[config.mk]
export PLATFORM = sky130hd
export DESIGN_NAME = uart_rx
export DESIGN_NICKNAME = d
export VERILOG_FILES = /design/src/rtl/uart_rx.sv
export SDC_FILE = /design/constraint.sdc
export NUM_CORES = 1
export LEC_CHECK = 0
export CAP_MARGIN = 20
export CORE_UTILIZATION = 52
export CTS_CLUSTER_SIZE = 30
export DETAILED_ROUTE_END_ITERATION = 6
export PLACE_DENSITY = 0.79
export REMOVE_ABC_BUFFERS = 1
export SETUP_SLACK_MARGIN = 0.3
export SYNTH_ARGS = -nofsm -noshare
export SYNTH_HDL_FRONTEND = slang
export SYNTH_SLANG_ARGS = --single-unit
[constraint.sdc]
create_clock -name CLK -period 2.5 [get_ports CLK]
set_input_delay 0.75 -clock CLK [delete_from_list [all_inputs] [get_ports CLK]]
set_output_delay 0.75 -clock CLK [all_outputs]
set_load 0.02 [all_outputs]
[src/rtl/uart_rx.sv]
`default_nettype none
// ============================================================================
//  Module      : uart_rx
//  Description : Oversampling UART receiver. 2-flop input synchronizer,
//                3-sample majority vote per bit, optional even/odd parity,
//                registered one-cycle result pulses.
//  Revision    : 1.0 - initial release
// ============================================================================
module uart_rx #(
    parameter int DATA_WIDTH = 8
) (
    input  logic                  CLK,
    input  logic                  RST,
    input  logic                  RX_IN,
    input  logic [5:0]            Prescale,
    input  logic                  PAR_EN,
    input  logic                  PAR_TYP,
    output logic [DATA_WIDTH-1:0] P_DATA,
    output logic                  data_valid,
    output logic                  par_err,
    output logic                  stp_err,
    output logic                  busy
);

    localparam int BIT_CNT_W = (DATA_WIDTH > 1) ? $clog2(DATA_WIDTH) : 1;
    localparam logic [BIT_CNT_W-1:0] C_LAST_BIT = BIT_CNT_W'(DATA_WIDTH - 1);

    typedef enum logic [2:0] {
        ST_IDLE   = 3'd0,
        ST_START  = 3'd1,
        ST_DATA   = 3'd2,
        ST_PARITY = 3'd3,
        ST_STOP   = 3'd4
    } state_t;

    logic                  rx_meta_q;
    logic                  rx_s_q;

    state_t                state_q,      state_d;
    logic [5:0]            edge_cnt_q,   edge_cnt_d;
    logic [BIT_CNT_W-1:0]  bit_cnt_q,    bit_cnt_d;
    logic [DATA_WIDTH-1:0] shift_q,      shift_d;
    logic [5:0]            prescale_q,   prescale_d;
    logic                  par_en_q,     par_en_d;
    logic                  par_typ_q,    par_typ_d;
    logic [1:0]            samp_q,       samp_d;
    logic                  par_bad_q,    par_bad_d;
    logic                  stop_bit_q,   stop_bit_d;
    logic [DATA_WIDTH-1:0] p_data_q,     p_data_d;
    logic                  data_valid_q, data_valid_d;
    logic                  par_err_q,    par_err_d;
    logic                  stp_err_q,    stp_err_d;
    logic                  busy_q,       busy_d;

    logic [5:0]            w_prescale_legal;
    logic [5:0]            w_half;
    logic [5:0]            w_samp_lo;
    logic [5:0]            w_samp_hi;
    logic [5:0]            w_bit_end;
    logic                  w_vote;

    // Bring the asynchronous serial line into the CLK domain (idle level = 1)
    always_ff @(posedge CLK) begin
        if (RST) begin
            rx_meta_q <= 1'b1;
            rx_s_q    <= 1'b1;
        end else begin
            rx_meta_q <= RX_IN;
            rx_s_q    <= rx_meta_q;
        end
    end

    // Sample positions derived from the per-frame oversampling ratio
    assign w_half    = {1'b0, prescale_q[5:1]};
    assign w_samp_lo = w_half - 6'd1;
    assign w_samp_hi = w_half + 6'd1;
    assign w_bit_end = prescale_q - 6'd1;
    // Third sample is the live value; first two were captured earlier in the bit
    assign w_vote    = (samp_q[0] & samp_q[1]) | (samp_q[0] & rx_s_q) | (samp_q[1] & rx_s_q);

    // Unsupported ratios fall back to 8x oversampling
    always_comb begin
        case (Prescale)
            6'd8, 6'd16, 6'd32: w_prescale_legal = Prescale;
            default:            w_prescale_legal = 6'd8;
        endcase
    end

    // Next-state logic: bit timing, voting, shifting and end-of-frame evaluation
    always_comb begin
        state_d      = state_q;
        edge_cnt_d   = edge_cnt_q;
        bit_cnt_d    = bit_cnt_q;
        shift_d      = shift_q;
        prescale_d   = prescale_q;
        par_en_d     = par_en_q;
        par_typ_d    = par_typ_q;
        samp_d       = samp_q;
        par_bad_d    = par_bad_q;
        stop_bit_d   = stop_bit_q;
        p_data_d     = p_data_q;
        data_valid_d = 1'b0;
        par_err_d    = 1'b0;
        stp_err_d    = 1'b0;

        if (state_q != ST_IDLE) begin
            edge_cnt_d = (edge_cnt_q == w_bit_end) ? 6'd0 : edge_cnt_q + 6'd1;
            if (edge_cnt_q == w_samp_lo) samp_d[0] = rx_s_q;
            if (edge_cnt_q == w_half)    samp_d[1] = rx_s_q;
        end

        case (state_q)
            ST_IDLE: begin
                edge_cnt_d = 6'd0;
                if (!rx_s_q) begin
                    // The detecting cycle is position 0 of the start bit, so the
                    // receiver stays phase-locked to back-to-back frames.
                    state_d    = ST_START;
                    edge_cnt_d = 6'd1;
                    prescale_d = w_prescale_legal;
                    par_en_d   = PAR_EN;
                    par_typ_d  = PAR_TYP;
                    par_bad_d  = 1'b0;
                end
            end
            ST_START: begin
                if (edge_cnt_q == w_samp_hi && w_vote) begin
                    state_d    = ST_IDLE;
                    edge_cnt_d = 6'd0;
                end else if (edge_cnt_q == w_bit_end) begin
                    state_d   = ST_DATA;
                    bit_cnt_d = '0;
                end
            end
            ST_DATA: begin
                if (edge_cnt_q == w_samp_hi) begin
                    shift_d                 = shift_q >> 1;
                    shift_d[DATA_WIDTH-1]   = w_vote;
                end
                if (edge_cnt_q == w_bit_end) begin
                    if (bit_cnt_q == C_LAST_BIT) begin
                        state_d = par_en_q ? ST_PARITY : ST_STOP;
                    end else begin
                        bit_cnt_d = bit_cnt_q + BIT_CNT_W'(1);
                    end
                end
            end
            ST_PARITY: begin
                if (edge_cnt_q == w_samp_hi) par_bad_d = ^shift_q ^ w_vote ^ par_typ_q;
                if (edge_cnt_q == w_bit_end) state_d = ST_STOP;
            end
            ST_STOP: begin
                if (edge_cnt_q == w_samp_hi) stop_bit_d = w_vote;
                if (edge_cnt_q == w_bit_end) begin
                    state_d   = ST_IDLE;
                    par_err_d = par_bad_q;
                    stp_err_d = ~stop_bit_q;
                    if (!par_bad_q && stop_bit_q) begin
                        p_data_d     = shift_q;
                        data_valid_d = 1'b1;
                    end
                end
            end
            default: begin
                state_d    = ST_IDLE;
                edge_cnt_d = 6'd0;
            end
        endcase

        busy_d = (state_d != ST_IDLE);
    end

    // State and registered outputs
    always_ff @(posedge CLK) begin
        if (RST) begin
            state_q      <= ST_IDLE;
            edge_cnt_q   <= 6'd0;
            bit_cnt_q    <= '0;
            shift_q      <= '0;
            prescale_q   <= 6'd8;
            par_en_q     <= 1'b0;
            par_typ_q    <= 1'b0;
            samp_q       <= 2'b11;
            par_bad_q    <= 1'b0;
            stop_bit_q   <= 1'b1;
            p_data_q     <= '0;
            data_valid_q <= 1'b0;
            par_err_q    <= 1'b0;
            stp_err_q    <= 1'b0;
            busy_q       <= 1'b0;
        end else begin
            state_q      <= state_d;
            edge_cnt_q   <= edge_cnt_d;
            bit_cnt_q    <= bit_cnt_d;
            shift_q      <= shift_d;
            prescale_q   <= prescale_d;
            par_en_q     <= par_en_d;
            par_typ_q    <= par_typ_d;
            samp_q       <= samp_d;
            par_bad_q    <= par_bad_d;
            stop_bit_q   <= stop_bit_d;
            p_data_q     <= p_data_d;
            data_valid_q <= data_valid_d;
            par_err_q    <= par_err_d;
            stp_err_q    <= stp_err_d;
            busy_q       <= busy_d;
        end
    end

    assign P_DATA     = p_data_q;
    assign data_valid = data_valid_q;
    assign par_err    = par_err_q;
    assign stp_err    = stp_err_q;
    assign busy       = busy_q;

endmodule
`default_nettype wire
; After elaboration in Yosys (flattened, before gate mapping)
; Cells that the tools add are included.
[classes]
reduce_logical = 20
eq_ne = 18
n_addsub = 5
bitwise_logic = 11
n_mux = 24
[op_table]
columns = cell, count
row1 = 2-to-1 mux 3 bit, 12
row2 = 2-to-1 mux 6 bit, 4
row3 = == test 6 bit, 3
row4 = one-hot mux 6 bit (3 select lines), 1
row5 = one-hot mux 3 bit (5 select lines), 1
row6 = != test 2 bit (second input constant), 6
row7 = AND reduction 2 bit, 5
row8 = OR reduction 3 bit, 3
row9 = XOR reduction 8 bit, 1
row10 = adder 5 x 1 -> 6 bit (second input constant), 1
row11 = adder 6 x 1 -> 6 bit (second input constant), 1
row12 = == test 3 x 2 -> 1 bit (second input constant), 2
row13 = == test 3 bit (second input constant), 2
row14 = == test 6 x 4 -> 1 bit (second input constant), 1
row15 = == test 6 x 5 -> 1 bit, 1
row16 = == test 6 x 5 -> 1 bit (second input constant), 1
row17 = == test 6 bit (second input constant), 1
row18 = one-hot mux 3 bit (2 select lines), 1
row19 = AND reduction 3 bit, 2
row20 = nonzero test 3 bit, 2
row21 = subtractor 5 x 1 -> 6 bit (second input constant), 1
row22 = subtractor 6 x 1 -> 6 bit (second input constant), 1
row23 = AND reduction 5 bit, 1
row24 = 2-to-1 mux 1 bit, 4
row25 = other kinds (11), 20
[word_totals]
ff_bits = 46
inputBits = 11
out_inout_bits = 12

; Logic depth before layout (Yosys ltp)
; Gate-level depths: netlist of run 1.
[logic_depth]
depth_word = 7
ltp_mapped = 11
mapped_depth_nobuf = 8

; Least setup slack after synthesis of run 1
; OpenSTA, ideal clock, no wires.
[synth_path]
path_type = register to register
startpoint = register prescale_q[2]
endpoint = register shift_q[0]
setup_ns = 0.128
stages_incl_launch_ff = 10
path_slack_ns = 0.017
arrival_ns = 2.356
path_cell_list = dfxtp_1 -> clkbuf_1 -> inv_1 -> ha_1 -> xnor2_1 -> nor2b_1 -> nand4_1 -> nor4_4 -> mux2i_1 -> nor2_1
[synth_between]
elab_chain_cells = 3
[synth_rtl]
columns = item, line
row1 = from (decl), 43  ; logic [5:0] prescale_q, prescale_d;
row2 = from (signal assigned), 196  ; prescale_q <= prescale_d;
row3 = adder 5 x 1 -> 6 bit, 76  ; assign w_samp_hi = w_half + 6'd1;
row4 = == test 6 bit, 136  ; if (edge_cnt_q == w_samp_hi) begin
row5 = AND reduction 2 bit (no source line), --
row6 = to (signal assigned), 195  ; shift_q <= shift_d;
row7 = to (decl), 42  ; logic [DATA_WIDTH-1:0] shift_q, shift_d;
; No other way between the ends.
; A chain may end at the register's enable or synchronous reset.

; Final worst setup path of run 1
[layout_path]
startpoint = register prescale_q[1]
endpoint = register p_data_q[2] (netlist: P_DATA[2])
[layout_between]
elab_chain_cells = 3
[layout_rtl]
columns = item, line
row1 = subtractor 6 x 1 -> 6 bit, 77  ; assign w_bit_end = prescale_q - 6'd1;
row2 = == test 6 bit, 154  ; if (edge_cnt_q == w_bit_end) begin
row3 = AND reduction 3 bit (no source line), --
row4 = to (signal assigned), 202  ; p_data_q <= p_data_d;
row5 = to (decl), 49  ; logic [DATA_WIDTH-1:0] p_data_q, p_data_d;
; No other way between the ends.

==> results of run 1 <==
-- flip-flops by register name (all words and copies together) (netlist names) --
name and cells:
P_DATA 8, bit_cnt_q 3, busy 1, data_valid 1
edge_cnt_q 6, par_bad_q 1, par_en_q 1, par_err 1
par_typ_q 1, prescale_q 6, rx_meta_q 1, rx_s_q 1
samp_q 2, shift_q 8, state_q 3, stop_bit_q 1
stp_err 1
-- through the flow --
step                cell area [sq um]  setup WS, ps  power, mW  hold slack [ps]  cells
floorplan                        2460           102      0.780              389    276
global placement                 2900           212      0.815              393    383
detailed placement               2900           169      0.815              400    383
CTS                              3050           286       1.30              424    393
global route                     3180           227       1.33              448    398
finish                           3180           340       1.29              425    398
-- worst paths after layout --
path                                            startpoint                endpoint  slack (ps)
worst max-delay path            prescale_q[1]$_SDFFE_PP0P_  P_DATA[2]$_SDFFE_PP0P_         340
worst min-delay path                  rx_meta_q$_SDFF_PP1_       rx_s_q$_SDFF_PP1_         430
worst max register to register  prescale_q[1]$_SDFFE_PP0P_  P_DATA[2]$_SDFFE_PP0P_         340
worst min register to register        rx_meta_q$_SDFF_PP1_       rx_s_q$_SDFF_PP1_         430
-- power groups by stage --
stage          clock (mW)  combinational [mW]  sequential, mW
5_1_grt             0.527              0.0646           0.742
2_1_floorplan           0              0.0212           0.759
3_5_place_dp            0              0.0553           0.760
3_3_place_gp            0              0.0551           0.760
6_report            0.488              0.0576           0.741
4_1_cts             0.503              0.0568           0.743
-- cells in the mapped netlist (3+ instances only) --
master and number:
nand4b_1 3, inv_1 11, o22ai_1 4, nand2_1 25, mux2i_1 22, o21ai_0 10
nor4_1 6, nand4_1 3, a31oi_1 6, buf_2 7, or2_2 3, nor2_1 27
dfxtp_1 46, ha_1 7, o211ai_1 3, or4_1 4, xnor2_1 18, nand3_1 14
nand2b_1 6, xor2_1 7, clkbuf_1 10, a21oi_1 8, nor3_1 10
-- routing by layer --
metal  GRT usage (%)  up-vias  wire, um
li1                -     1118         -
met1            31.9     1026      2590
met2            34.5       52      2650
met3            3.89       11       268
met4            5.45        0        86
met5               0        -         0
-- cell type report --
class,instances,area (sq um),share of cell area (%)
tap,67,83.8,2.64
clock buffer,5,68.8,2.16
inverter,11,43.8,1.38
timing repair buffer,47,419,13.2
multi-input combinational,219,1600,50.4
sequential,46,936,29.4
clock inverter,3,26.3,0.826
-- timing repair --
| action | in CTS | in global routing |
|---|---|---|
| buffers inserted | 2 | 5 |
| gates cloned | 0 | 0 |
| resized for setup | 12 | 25 |
| setup endpoints to repair | 30 | 32 |
| pin swaps | 1 | 11 |
-- cells in the final DEF, fill, tap and decap left out, types with 3 or more instances in the layout --
| master | n |
|---|---|
| a21oi_1 | 8 |
| a31oi_1 | 4 |
| buf_4 | 22 |
| buf_6 | 3 |
| clkbuf_8 | 5 |
| clkdlybuf4s50_1 | 22 |
| dfxtp_1 | 38 |
| dfxtp_2 | 6 |
| ha_1 | 4 |
| inv_1 | 8 |
| inv_6 | 3 |
| mux2i_1 | 22 |
| nand2_1 | 25 |
| nand2b_1 | 6 |
| nand3_1 | 14 |
| nand4_1 | 3 |
| nand4b_1 | 3 |
| nor2_1 | 26 |
| nor3_1 | 9 |
| nor4_1 | 5 |
| o211ai_1 | 3 |
| o21ai_0 | 9 |
| o22ai_1 | 3 |
| or2_2 | 3 |
| or4_1 | 4 |
| xnor2_1 | 17 |
| xor2_1 | 7 |
-- cells by family after synthesis --
group | share of synthesized area [%]
adder cells (fa/ha/maj) | 3.84
AO/OA/AOI/OAI | 11.6
XOR/XNOR | 8.62
AND/OR/NAND/NOR | 25.9
flip-flops | 36.2
buffers and inverters | 4.78
multiplexers | 9.11
==> results.md, run 1 <==
* Vias at 2207
* CP bufs+invs at 3
* Share of cells above drive strength 1 at 21.5%
* Slew Limit Headroom at 66.2%
* Switching share of power at 24.4%
* Global-route wire length before repair at 9070 um
* CTS Buffer Depth at 2
* Sequential power share at 57.6%
* Clock sink count at 46
* Ant diodes at 0
* Crit-path max FO at 8
* Top-area cell type share of the netlist area at 36.2%
* Core ar. at 4720 sq um
* Yosys warnings at 0
* Sw Pwr at 314 uW
* Antenna violations before repair at 0
* Max-slew violations at 0
* Mean Syn Cell Area at 8.64 sq um
* Run status: complete, no violations
* Total internal power at 972 uW
* Worst Setup End Kind: flip-flop
* Hold Vio Cnt, Final at 0
* DRC violations left at 0
* Max-cap violations at 0
* Port bufs at 22
* Area Overhead vs Synth at 25.1%
* Startpoint types: flip-flop
* Leak at 1.04 nW
* Hold depth at 1
* Cell variety after synth at 50
* Hold buffer count at CTS at 0
* CP top delay family: simple AND/OR/NAND/NOR gates
* Seq/Total Area, Yosys at 36.2%
* Minimum clock period at 2160 ps
* Io pins at 23
* Nets at 348
* CP Cell Sequence: inv_4, ha_4, nor3b_4, a21oi_1, nand4b_1, buf_4, nor4_4, buf_6, mux2i_1, nor2_1
* Pre-Repair DR Iteration Count at 4
* Drt via density at 5.55
* Setup Skew at 6.87 ps
* Worst path max stage delay at 350 ps
* Initial core utilization at 53.8%
* Chip width at 71.9 um
* H-tree levels at 2
* Gpl congestion at 0.963
* Crit Path Category: flip-flop to flip-flop
* Die Area at 5170 sq um
* Worst EP arrival at 2350 ps
* CP max-delay cell: dfxtp_2
* CTS tree: yes
* Initial DRC count at 149
* Std-Cell Rows at 25
* Post-DR wirelength/cell at 14.0 um
* Root Driver: clkbuf_8
* Required @ worst endpoint at 2690 ps
* Biggest area consumer among synthesized cells: dfxtp_1
* Worst-Margin Slew at 502 ps
* Maximum VDD drop at 0.000342 V
* Syn Std Cell Area at 2540 sq um
* Vias in the first global route at 1926
* Count of flip-flops with a built-in enable after synthesis at 0
* Clock-pin slew on the worst setup and hold paths at 100 ps
* Fillers at 370
* Grt total ovfl at 0
* # setup viols final at 0
* CTS buffer count at 5
* Post-synth ARST share at 0%
* HPWL Detailed at 3890 um
* Clock latency on the worst-skew pair at 300 ps
* Clk pwr share at 37.9%
* Area contributors post-synth: dfxtp_1, mux2i_1, xnor2_1
* RSZ-0062 raised after global routing: true
* Total global routing track utilization at 22.1%
* Die span in y at 71.9 um
* Setup tns final at 0 ps
* Seq cells post-synth at 46
* Gate Count Post-Synth at 294
* FF-to-FF path depth at 10
* Fmax achieved at 0.463 GHz
* Post-Route WL at 5590 um
* Antenna-violating nets left at 0
* Largest net degree at the start of global routing at 34
* Final core occ at 67.3%
* Power share of the combinational group at 4.5%
* Fin crit share at 86.4%
* Synth Flop Type: dfxtp_1
* PwrDens at 404 nW/um^2
* Worst path depth at 10
* Min-delay worst type: flip-flop to flip-flop
Note: power is estimated with default switching activity, not from simulation.
==> run 2: changes to the inputs <==
Settings changed: CORE_UTILIZATION 52 to 30, DONT_BUFFER_PORTS set to 1, PLACE_DENSITY 0.79 to 0.48.
==> run 2 against run 1 <==
Compared with the run above: final cell count up 4.5%; count of clock-buffer cells in the layout unchanged; routed wire length up 6.0%; clock skew down 2.2 ps; largest power group unchanged; highest routed layer unchanged.
==> results.md, run 2 (same netlist as run 1, synthesis figures left out) <==
* Run status: complete, no violations
* Gpl congestion at 0.860 (-11%)
* Std-Cell Rows at 33 (+32%)
* Worst Setup End Kind: flip-flop
* Crit-path max FO at 7 (-1)
* DRC violations left at 0 (unchanged)
* Antenna violations before repair at 0 (unchanged)
* Port bufs at 0 (-100%)
* Initial DRC count at 106 (-29%)
* Power, Total at 1.23 mW (-4.0%)
* Fillers at 830 (+120%)
* Sequential power share at 59.9% (+2.3 points)
* Startpoint types: flip-flop
* Clock-pin slew on the worst setup and hold paths at 90 ps (about the same)
* Placed cells at 400 (+4.4%)
* Clk pwr share at 37.7% (-0.2 points)
* Final core occ at 37.1% (-30 points)
* Leak at 0.980 nW (-6.1%)
* Post-DR wirelength/cell at 14.3 um (+1.5%)
* Chip width at 94.0 um (+31%)
* Total internal power at 944 uW (-2.8%)
* Global-route wire length before repair at 9770 um (+7.7%)
* Minimum clock period at 2150 ps (-8.82 ps)
* CP top delay family: simple AND/OR/NAND/NOR gates
* Min-delay worst type: flip-flop to flip-flop
* Commonest cells after routing, fill and taps aside: dfxtp_1, nor2_1, nand2_1
* Slew Limit Headroom at 68.7% (+2.5 points)
* Required @ worst endpoint at 2730 ps (+40 ps)
* Worst path max stage delay at 490 ps (+140 ps)
* CTS Buffer Depth at 2 (unchanged)
* FF-to-FF path depth at 7 (-3)
* Fmax achieved at 0.465 GHz (+0.41%)
* Max-cap violations at 0 (unchanged)
* Most common cell after layout, fill and taps aside: dfxtp_1
* Setup tns final at 0 ps (unchanged)
* Fin crit share at 86.1% (-0.35 points)
* Die Area at 8840 sq um (+71%)
* Core ar. at 8220 sq um (+74%)
* Pre-Repair DR Iteration Count at 4 (unchanged)
* CP max-delay cell: or4_4
* Ant diodes at 0 (unchanged)
* Worst R2R End: bit_cnt_q[2]$_SDFFE_PP0P_
* Switching share of power at 23.5% (-0.90 points)
* Power share of the combinational group at 2.4% (-2.1 points)
* H-tree levels at 2 (unchanged)
* Root Driver: clkbuf_8
* CTS buffer count at 5 (unchanged)
* Clock latency on the worst-skew pair at 300 ps (about the same)
* Nets at 328 (-5.7%)
* Total global routing track utilization at 14.2% (-7.9 points)
* Initial core utilization at 30.9% (-23 points)
* CTS tree: yes
* Worst-Margin Slew at 465 ps (-36.4 ps)
* Largest net degree at the start of global routing at 41 (+21%)
* CP Cell Sequence: buf_4, xnor2_2, nor4b_2, a31oi_4, or2_4, or4_4, o22ai_1
* Clock sink count at 46 (unchanged)
* HPWL Detailed at 4160 um (+6.9%)
* Worst EP arrival at 2380 ps (+30 ps)
* Setup Skew at 4.65 ps (-2.22 ps)
* Hold depth at 1 (unchanged)
* Grt total ovfl at 0 (unchanged)
* Die span in y at 94.0 um (+31%)
* Sw Pwr at 291 uW (-7.5%)
* Vias in the first global route at 1942 (+0.83%)
* Antenna-violating nets left at 0 (unchanged)
* Share of cells above drive strength 1 at 23.2% (+1.7 points)
* RSZ-0062 raised after global routing: true
* Area Overhead vs Synth at 19.9%
* Max-slew violations at 0 (unchanged)
* Hold Vio Cnt, Final at 0 (unchanged)
* Io pins at 23 (unchanged)
* R2R setup slack at 350 ps (about the same)
* Vias at 2132 (-3.4%)
* WHS Endpoint: rx_s_q$_SDFF_PP1_
* Hold Startpoint: rx_meta_q$_SDFF_PP1_
* Final non-filler cell total at 416 (+4.5%)
* Maximum VDD drop at 0.000233 V (-32%)
* Hold buffer count at CTS at 0 (unchanged)
* Drt via density at 5.13 (-7.6%)
* Worst R2R Start: edge_cnt_q[4]$_SDFF_PP0_
* PwrDens at 405 nW/um^2 (+0.21%)
* Crit Path Category: flip-flop to flip-flop
* # setup viols final at 0 (unchanged)
* CP bufs+invs at 1 (-2)
* Post-Route WL at 5930 um (+6.0%)
==> run 2: cell types whose count changed in the layout (fill, tap and decap cells not counted), sizes merged <==
cell / before / now
clkdlybuf4s50: 22 / 0
clkinvlp: 0 / 1
buf: 25 / 27
inv: 14 / 11
clkinv: 0 / 2
==> run 2: worst max-delay path by stage <==
stage,startpoint,endpoint,slack (ps),cells after the start
after floorplan,prescale_q[2]$_SDFFE_PP0P_,bit_cnt_q[2]$_SDFFE_PP0P_,100,8
after global placement,prescale_q[1]$_SDFFE_PP0P_,edge_cnt_q[3]$_SDFF_PP0_,170,9
after CTS,prescale_q[0]$_SDFFE_PP0P_,edge_cnt_q[5]$_SDFF_PP0_,260,8
after detailed placement,prescale_q[1]$_SDFFE_PP0P_,edge_cnt_q[5]$_SDFF_PP0_,140,9
final,edge_cnt_q[4]$_SDFF_PP0_,bit_cnt_q[2]$_SDFFE_PP0P_,350,7
after global routing,prescale_q[1]$_SDFFE_PP0P_,edge_cnt_q[5]$_SDFF_PP0_,280,8
==> run 2: final cells by class <==
class / instances / area (sq um) / area share (%)
multi-input cells: 219 / 1620 / 53.3
flip-flops and latches: 46 / 938 / 30.8
repair buffers: 27 / 214 / 7.02
well taps: 105 / 131 / 4.31
clock buffers: 5 / 68.8 / 2.26
inverters: 11 / 48.8 / 1.60
clock inverters: 3 / 21.3 / 0.698
==> run 2: power by group through the flow <==
stage / clock, mW / sequential [mW] / combinational [mW]
2_1_floorplan: 0 / 0.759 / 0.0212
3_3_place_gp: 0 / 0.760 / 0.0284
3_5_place_dp: 0 / 0.761 / 0.0286
4_1_cts: 0.491 / 0.743 / 0.0291
5_1_grt: 0.515 / 0.741 / 0.0337
6_report: 0.465 / 0.740 / 0.0296
==> run 2: routing by layer <==
metal | up-vias | part of all wire [%] | global-route usage [%]
met5 | - | 0 | 0
met4 | 0 | 1.2 | 3.46
met3 | 6 | 4.0 | 3.24
met2 | 45 | 44 | 21.6
met1 | 1001 | 51 | 20.1
li1 | 1080 | - | -
==> run 2: what timing repair did <==
action | 4_1_cts | 5_1_grt
buffers inserted | 1 | 7
endpoints found under the setup margin | 30 | 31
pin swaps | 1 | 11
resized for setup | 8 | 33
endpoints found under the hold margin | 0 | 0
==> run 2: stage by stage <==
step | worst slack (ps) | hold WS, ps | area [sq um]
2_1_floorplan | 102 | 389 | 2460
3_3_place_gp | 171 | 393 | 2740
4_1_cts | 264 | 415 | 2860
3_5_place_dp | 144 | 392 | 2740
6_report | 348 | 413 | 3050
5_1_grt | 277 | 434 | 3050
